<file path="src/rtl/tone_meter.sv">
`default_nettype none
// ============================================================================
// tone_meter : measures tone period and per-period signed peaks from a stream
//              of audio samples using hysteresis-qualified rising crossings.
// Revision   : 1.0
// ============================================================================
module tone_meter #(
    parameter int DATA_WD   = 24,
    parameter bit SIGNED_IN = 1'b0,
    parameter int HYST      = 256,
    parameter int CNT_WD    = 16
) (
    input  logic               clk_i,
    input  logic               rst_ni,
    input  logic [DATA_WD-1:0] sample_i,
    input  logic               sample_valid_i,
    output logic [CNT_WD-1:0]  period_o,
    output logic [DATA_WD-1:0] max_o,
    output logic [DATA_WD-1:0] min_o,
    output logic               meas_valid_o,
    output logic               locked_o,
    output logic               no_signal_o
);

    typedef enum logic [1:0] {
        SEEK_LOW  = 2'd0,
        SEEK_HIGH = 2'd1,
        MEAS_LOW  = 2'd2,
        MEAS_HIGH = 2'd3
    } state_t;

    localparam logic signed [DATA_WD-1:0] HYST_POS = DATA_WD'(HYST);
    localparam logic signed [DATA_WD-1:0] HYST_NEG = -HYST_POS;

    state_t                      state;
    state_t                      state_nxt;
    logic signed [DATA_WD-1:0]   s;
    logic signed [DATA_WD-1:0]   acc_max;
    logic signed [DATA_WD-1:0]   acc_min;
    logic        [CNT_WD-1:0]    cnt;
    logic                        is_low;
    logic                        is_high;
    logic                        first_cross;
    logic                        meas;
    logic                        timeout;

    // Offset binary becomes two's complement by flipping the MSB.
    assign s       = SIGNED_IN ? sample_i : {~sample_i[DATA_WD-1], sample_i[DATA_WD-2:0]};
    assign is_low  = (s <= HYST_NEG);
    assign is_high = (s >= HYST_POS);

    always_ff @(posedge clk_i or negedge rst_ni) begin
        if (!rst_ni) begin
            state <= SEEK_LOW;
        end else begin
            state <= state_nxt;
        end
    end

    always_comb begin
        state_nxt   = state;
        first_cross = 1'b0;
        meas        = 1'b0;
        timeout     = 1'b0;
        if (sample_valid_i) begin
            case (state)
                SEEK_LOW:  if (is_low) state_nxt = SEEK_HIGH;
                SEEK_HIGH: begin
                    if (is_high) begin
                        first_cross = 1'b1;
                        state_nxt   = MEAS_LOW;
                    end
                end
                MEAS_LOW:  if (is_low) state_nxt = MEAS_HIGH;
                MEAS_HIGH: begin
                    if (is_high) begin
                        meas      = 1'b1;
                        state_nxt = MEAS_LOW;
                    end
                end
                default:   state_nxt = SEEK_LOW;
            endcase
            // A saturated counter with no crossing on this sample means the tone is gone.
            if (!first_cross && !meas && (&cnt)) begin
                timeout   = 1'b1;
                state_nxt = SEEK_LOW;
            end
        end
    end

    always_ff @(posedge clk_i or negedge rst_ni) begin
        if (!rst_ni) begin
            cnt          <= '0;
            acc_max      <= '0;
            acc_min      <= '0;
            period_o     <= '0;
            max_o        <= '0;
            min_o        <= '0;
            meas_valid_o <= 1'b0;
            locked_o     <= 1'b0;
            no_signal_o  <= 1'b0;
        end else begin
            meas_valid_o <= meas;
            if (sample_valid_i) begin
                if (first_cross || meas) begin
                    cnt     <= '0;
                    acc_max <= s;
                    acc_min <= s;
                end else begin
                    cnt <= timeout ? '0 : cnt + 1'b1;
                    if (s > acc_max) acc_max <= s;
                    if (s < acc_min) acc_min <= s;
                end
                if (meas) begin
                    period_o    <= cnt + 1'b1;
                    max_o       <= acc_max;
                    min_o       <= acc_min;
                    locked_o    <= 1'b1;
                    no_signal_o <= 1'b0;
                end
                if (timeout) begin
                    locked_o    <= 1'b0;
                    no_signal_o <= 1'b1;
                end
            end
        end
    end

endmodule
`default_nettype wire

</file>
<file path="config.mk">
export PLATFORM = sky130hd
export DESIGN_NAME = tone_meter
export DESIGN_NICKNAME = d
export VERILOG_FILES = /design/src/rtl/tone_meter.sv
export SDC_FILE = /design/constraint.sdc
export NUM_CORES = 1
export LEC_CHECK = 0
export CORE_MARGIN = 4
export CORE_UTILIZATION = 55
export DETAILED_ROUTE_END_ITERATION = 7
export GPL_TIMING_DRIVEN = 0
export HOLD_SLACK_MARGIN = 0.03
export PLACE_DENSITY = 0.9
export SLEW_MARGIN = 5
export SYNTH_ARGS = -nofsm -noshare
export SYNTH_HDL_FRONTEND = slang
export SYNTH_SLANG_ARGS = --single-unit
</file>
<file path="constraint.sdc">
create_clock -name clk_i -period 3.4 [get_ports clk_i]
set_input_delay 0.34 -clock clk_i [delete_from_list [all_inputs] [get_ports clk_i]]
set_output_delay 0.34 -clock clk_i [all_outputs]
set_load 0.005 [all_outputs]
</file>
======== Yosys cells after proc, flatten, opt, wreduce, memory -nomap -nowiden ========
Cells that the tools add are included.
operators by class
  add/sub/neg operators ................... 1
  multiply operators ...................... 0
  div/mod/pow operators ................... 0
  $lt $le $gt $ge ......................... 4
  equality and inequality tests ........... 6
  shifts and indexed selects .............. 0
  mux-type cells .......................... 24
  bitwise gates (word level) .............. 1
  reduce and logical (&&, ||, !) cells .... 16
operators with widths
  operator                                                         number
  two-way mux 24 bit                                               4
  two-way mux 16 bit                                               2
  >= comparator 24 x 10 -> 1 bit, second input constant            1
  > comparator 24 bit                                              1
  less-or-equal comparator 24 x 9 -> 1 bit, second input constant  1
  less-than comparator 24 bit                                      1
  adder 16 x 1 -> 16 bit, second input constant                    1
  AND reduction 16 bit                                             1
  two-way mux 1 bit                                                13
  two-way mux 2 bit                                                4
  AND reduction 2 bit                                              4
  != test 3 bit, second input constant                             2
  one-hot mux 2 bit (3 select lines)                               1
  nonzero test 2 bit                                               3
  equality test 2 bit, second input constant                       2
  AND reduction 4 bit                                              1
  != test 3 x 1 -> 1 bit, second input constant                    1
  equality test 2 x 1 -> 1 bit, second input constant              1
  logical AND 1 bit                                                2
  logical NOT 1 bit                                                2
  logical NOT 2 bit                                                1
  OR reduction 2 bit                                               1
  logical OR 1 bit                                                 1
  NOT 1 bit                                                        1
storage, ports and cells
  register bits after elaboration ......... 133
  latch bits .............................. 0
  bits in writable memories ............... 0
  ROM bits ................................ 0
  memories ................................ 0

======== Longest topological paths before layout ========
  word-level depth ........................ 12
  mapped depth ............................ 11
  mapped depth without buffers ............ 9

======== Worst setup path before layout ========
No wires, ideal clock.
  path kind ............................... input -> register
  from .................................... input sample_i[23]
  to ...................................... register acc_max[10]
  setup time .............................. 0.125 ns
  arrival ................................. 2.440 ns
  required time ........................... 3.275 ns
  slack ................................... 0.835 ns
  stages on the path ...................... 11
  path through ............................ inv_1 -> ha_1 -> buf_4 -> nand4_2 -> nor4_2 -> or3b_1 -> nand2_1 -> mux2i_1 -> o21ai_4 -> buf_6 -> mux2_4
on the way
  longest elaborated chain between the ends .. 9
ends and longest elaborated chain
  element                         RTL line  RTL
  start, declared                 15        input logic [DATA_WD-1:0] sample_i,
  NOT 1 bit (*)                   48        assign s = SIGNED_IN ? sample_i : {~sample_i[DATA_WD-1], sample_i[DATA_WD-2:0]};
  >= comparator 24 x 10 -> 1 bit  50        assign is_high = (s >= HYST_POS);
  two-way mux 1 bit               69, 76
  two-way mux 1 bit               66        case (state)
  two-way mux 1 bit (2 in a row)  65        if (sample_valid_i) begin
  logical OR 1 bit                105       if (first_cross || meas) begin
  nonzero test 2 bit (no line)    n/a
  AND reduction 2 bit (no line)   n/a
  end signal, assigned            107       acc_max <= s;
  end signal, assigned            111       if (s > acc_max) acc_max <= s;
  end, declared                   38        logic signed [DATA_WD-1:0] acc_max;
Mark *: on every way between the ends. The rest lies on a longest branch, timed or not. The select of a mux whose other input is x is not followed.
A chain may end at the register's enable or synchronous reset.

======== Final worst setup path ========
  from .................................... input sample_i[23]
  to ...................................... register acc_max[12]
on the way
  longest elaborated chain between the ends .. 9
ends and longest elaborated chain
  element                         RTL line  RTL
  NOT 1 bit (*)                   48
  via s[23]                       37        logic signed [DATA_WD-1:0] s;
  >= comparator 24 x 10 -> 1 bit  50
  two-way mux 1 bit               69, 76
  two-way mux 1 bit               66
  two-way mux 1 bit (2 in a row)  65
  logical OR 1 bit                105
  nonzero test 2 bit (no line)    n/a
  AND reduction 2 bit (no line)   n/a
The timed path passes the listed nets; every way through them passes the cells marked *. The select of a mux whose other input is x is not followed.

==> results.py <==
metrics = {
    "finish": {
        "final_area_um2": 8340,
        "fin_cells": 907,
        "fillerInstances": 739,
        "drive_above_1_share": 0.110,
        "diodes": 0,
        "syn2layout_area_growth_pct": 26.7,
        "fin_nets": 826,
        "fin_util": 0.721,
    },
    "pwr": {
        "p_total_w": 0.00703,
        "ir_drop_mv": 0.444,
        "power.density_nw_per_um2": 843,
        "power_leakage_nw": 3.86,
    },
    "setup_path": {
        "path_cells": "clkdlybuf4s50_1, inv_1, ha_1, buf_4, nand4_2, a21oi_1, nor4_1, mux2i_1, o21ai_4, buf_6, mux2_4",
        "startpoint_type": "input port",
        "worstSetupPathType": "input port to flip-flop",
        "reg2reg_from": "acc_max[17]",
        "setup.reg_to_reg.worst_slack_ns": 0.33,
        "max_stage_delay_ns": 0.72,
        "end_kind": "flip-flop",
        "crit_start": "sample_i[23]",
        "cp.buffers_inverters": 4,
        "cp.required_ns": 3.70,
        "r2r_cells": 10,
        "reg2reg_to": "acc_max[12]",
        "crit_path_top_delay_cell": "nor4_1",
        "path_max_fanout": 10,
        "cp_top_family": "buffers and inverters",
        "arrival_ns": 3.56,
    },
    "yosys": {
        "ys_ff_latch": 133,
        "yosysSeqAreaShare": 0.506,
        "async_flop_share": 1.00,
        "synth_top_cell_by_area": "dfrtp_1",
        "ys_types": 47,
        "syn_inst": 638,
        "synth.most_common_cell": "dfrtp_1",
        "syn_area_um2": 6580,
        "synth_area_per_cell_um2": 10.3,
        "synth_edf_count": 0,
        "yosysWarnings": 0,
        "synthTopCellsByCount": "dfrtp_1, nand2_1, o21ai_0",
        "synthesis.nets": 713,
        "synthFlopType": "dfrtp_1",
        "yosysTopAreaCellShare": 0.506,
        "synthTopCellsByArea": "dfrtp_1, ha_1, o21ai_0, nand2_1, mux2_2",
    },
    "cts": {
        "clock-root-buffer": "clkbuf_16",
        "clk_latency_ns": 0.42,
        "cts.sinks": 133,
        "clockBufferDepth": 2,
        "post-cts-setup-buffer-count": 0,
        "numCtsBuffers": 17,
        "cts.clk_slew.worst_paths_ns": 0.06,
        "htree_levels": 4,
        "cts_hold_buf": 1,
        "tritoncts": "yes",
        "post_cts.resized_instances": 0,
    },
    "global_routing": {
        "grt_antenna_before_repair": 0,
        "grt_pass1_wl_um": 28900,
        "grt_remaining_overflow": 0,
        "grt.total_usage": 0.260,
        "grt_max_degree": 72,
        "grt_pass1_vias": 5854,
    },
    "run_status": {
        "status": "finished clean",
    },
    "sta": {
        "worst_slew_pin_slew_ns": 0.807,
        "finalClockSkew_ns": 0.00995,
        "timing_hold_violations_final": 0,
        "setup_viol": 0,
        "rsz0062_at_grt": "no",
        "slew_headroom": 0.457,
        "max_freq_mhz": 308,
        "slew_violations": 0,
        "fin_crit_sh": 0.956,
        "min_period_ns": 3.25,
    },
    "place": {
        "gp_congestion": 0.899,
        "place_area_um2": 7710,
        "hpwl_um": 12000,
        "dpl.cell_count": 874,
        "port-buffer-count": 92,
    },
    "min_path": {
        "min_from": "sample_valid_i",
        "hold_class": "input port to flip-flop",
        "hold_end": "state[1]",
        "min_path_cells": 3,
    },
    "floorplan": {
        "ios": 94,
        "start_util": 0.569,
        "fp.dieW_um": 117,
        "fp-row-count": 39,
        "die_y_um": 117,
        "coreArea_um2": 11600,
        "die_area_um2": 13800,
    },
    "drt": {
        "dr_total_vias": 5457,
        "drtAntennaViolNets": 0,
        "drt_iter0_drc": 467,
        "wl_per_cell_um": 19.3,
        "firstDrtPassIters": 5,
        "drc": 0,
        "routed_wl_um": 17500,
        "vias_per_cell": 6.02,
    },
    "flow_run": {
        "maxCapViolCount": 0,
    },
}
## sequential cells by signal, summed over array words and instances (netlist names)
register and flops:
acc_max 24, acc_min 24, max_o 24, min_o 24, cnt 16, period_o 16
state 2, locked_o 1, meas_valid_o 1, no_signal_o 1
## worst max path at each step
stage             endpoint  cells past startpoint
6_report       acc_max[12]                     11
3_3_place_gp   period_o[7]                      1
4_1_cts        acc_max[12]                     11
5_1_grt        acc_max[12]                     12
3_5_place_dp   acc_max[22]                     11
2_1_floorplan  acc_max[10]                     11
## final cells by class
cell class / instances / area, um^2 / area share
Inverter: 52 / 195 / 0.0234
Sequential cell: 133 / 3330 / 0.399
Clock inverter: 10 / 153 / 0.0183
Clock buffer: 22 / 464 / 0.0557
Tap cell: 143 / 179 / 0.0215
Timing Repair Buffer: 94 / 960 / 0.115
Buffer: 25 / 130 / 0.0156
Multi-Input combinational cell: 428 / 2930 / 0.351
## worst register-to-register path: stages, from the launching register on
cell	delay (ns)
dfrtp_1	0.36
inv_1	0.06
ha_1	0.29
a21o_1	0.20
nand3_1	0.11
a21oi_1	0.10
nor4_1	0.72
mux2i_1	0.24
o21ai_4	0.30
buf_6	0.24
mux2_4	0.33
## metrics by stage
stage	setup WS, ns	setup TNS (ns)	hold WS, ns
global placement	-2.96	-393.14	0.462
detailed placement	-0.144	-2.60	0.362
finish	0.149	0	0.329
global route	0.0470	0	0.334
floorplan	0.835	0	0.0444
CTS	0.254	0	0.307
## kinds of logic after synthesis
kind of cell	count (synthesis)	synth area share
buffers and inverters	77	0.0494
AO/OA/AOI/OAI	142	0.124
flip-flops	133	0.506
multiplexers	49	0.0889
AND/OR/NAND/NOR	175	0.123
XOR/XNOR	14	0.0186
adder cells (fa/ha/maj)	48	0.0912
## placed cells by master (no fill, tap or decap), types with 2 or more instances in the layout
cell / count
dfrtp_1: 133
nand2_1: 105
clkdlybuf4s50_1: 91
o21ai_0: 86
inv_1: 52
ha_1: 48
mux2_2: 24
a21oi_1: 21
clkbuf_16: 17
clkbuf_1: 16
nand3_1: 15
nand4_1: 12
mux2_1: 12
xnor2_1: 11
mux2_4: 10
nor2_1: 9
a21o_1: 9
nor4_1: 8
buf_2: 8
and3_1: 6
o21ai_1: 5
nor2b_1: 5
clkinv_2: 5
o31ai_1: 4
o211ai_1: 4
buf_6: 4
bufinv_16: 4
mux2i_1: 3
xor2_1: 3
nor3_1: 3
o2bb2ai_1: 2
and2_1: 2
a211oi_1: 2
nand2b_1: 2
and4_1: 2
clkbuf_8: 2
## metal layers
| metal | up-vias | GRT usage | wire length [um] |
|---|---|---|---|
| met3 | 71 | 0.0756 | 1200 |
| li1 | 2442 | - | - |
| met1 | 2666 | 0.313 | 6910 |
| met4 | 0 | 0.122 | 700 |
| met2 | 278 | 0.432 | 8720 |
| met5 | - | 0 | 0 |
## power breakdown
part           internal (W)  switching (W)  total [W]
Clock               0.00126       0.000680    0.00194
Sequential          0.00219       0.000379    0.00257
Combinational       0.00133        0.00120    0.00252
Total               0.00478        0.00226    0.00703
(Power assumes the default switching activity.)
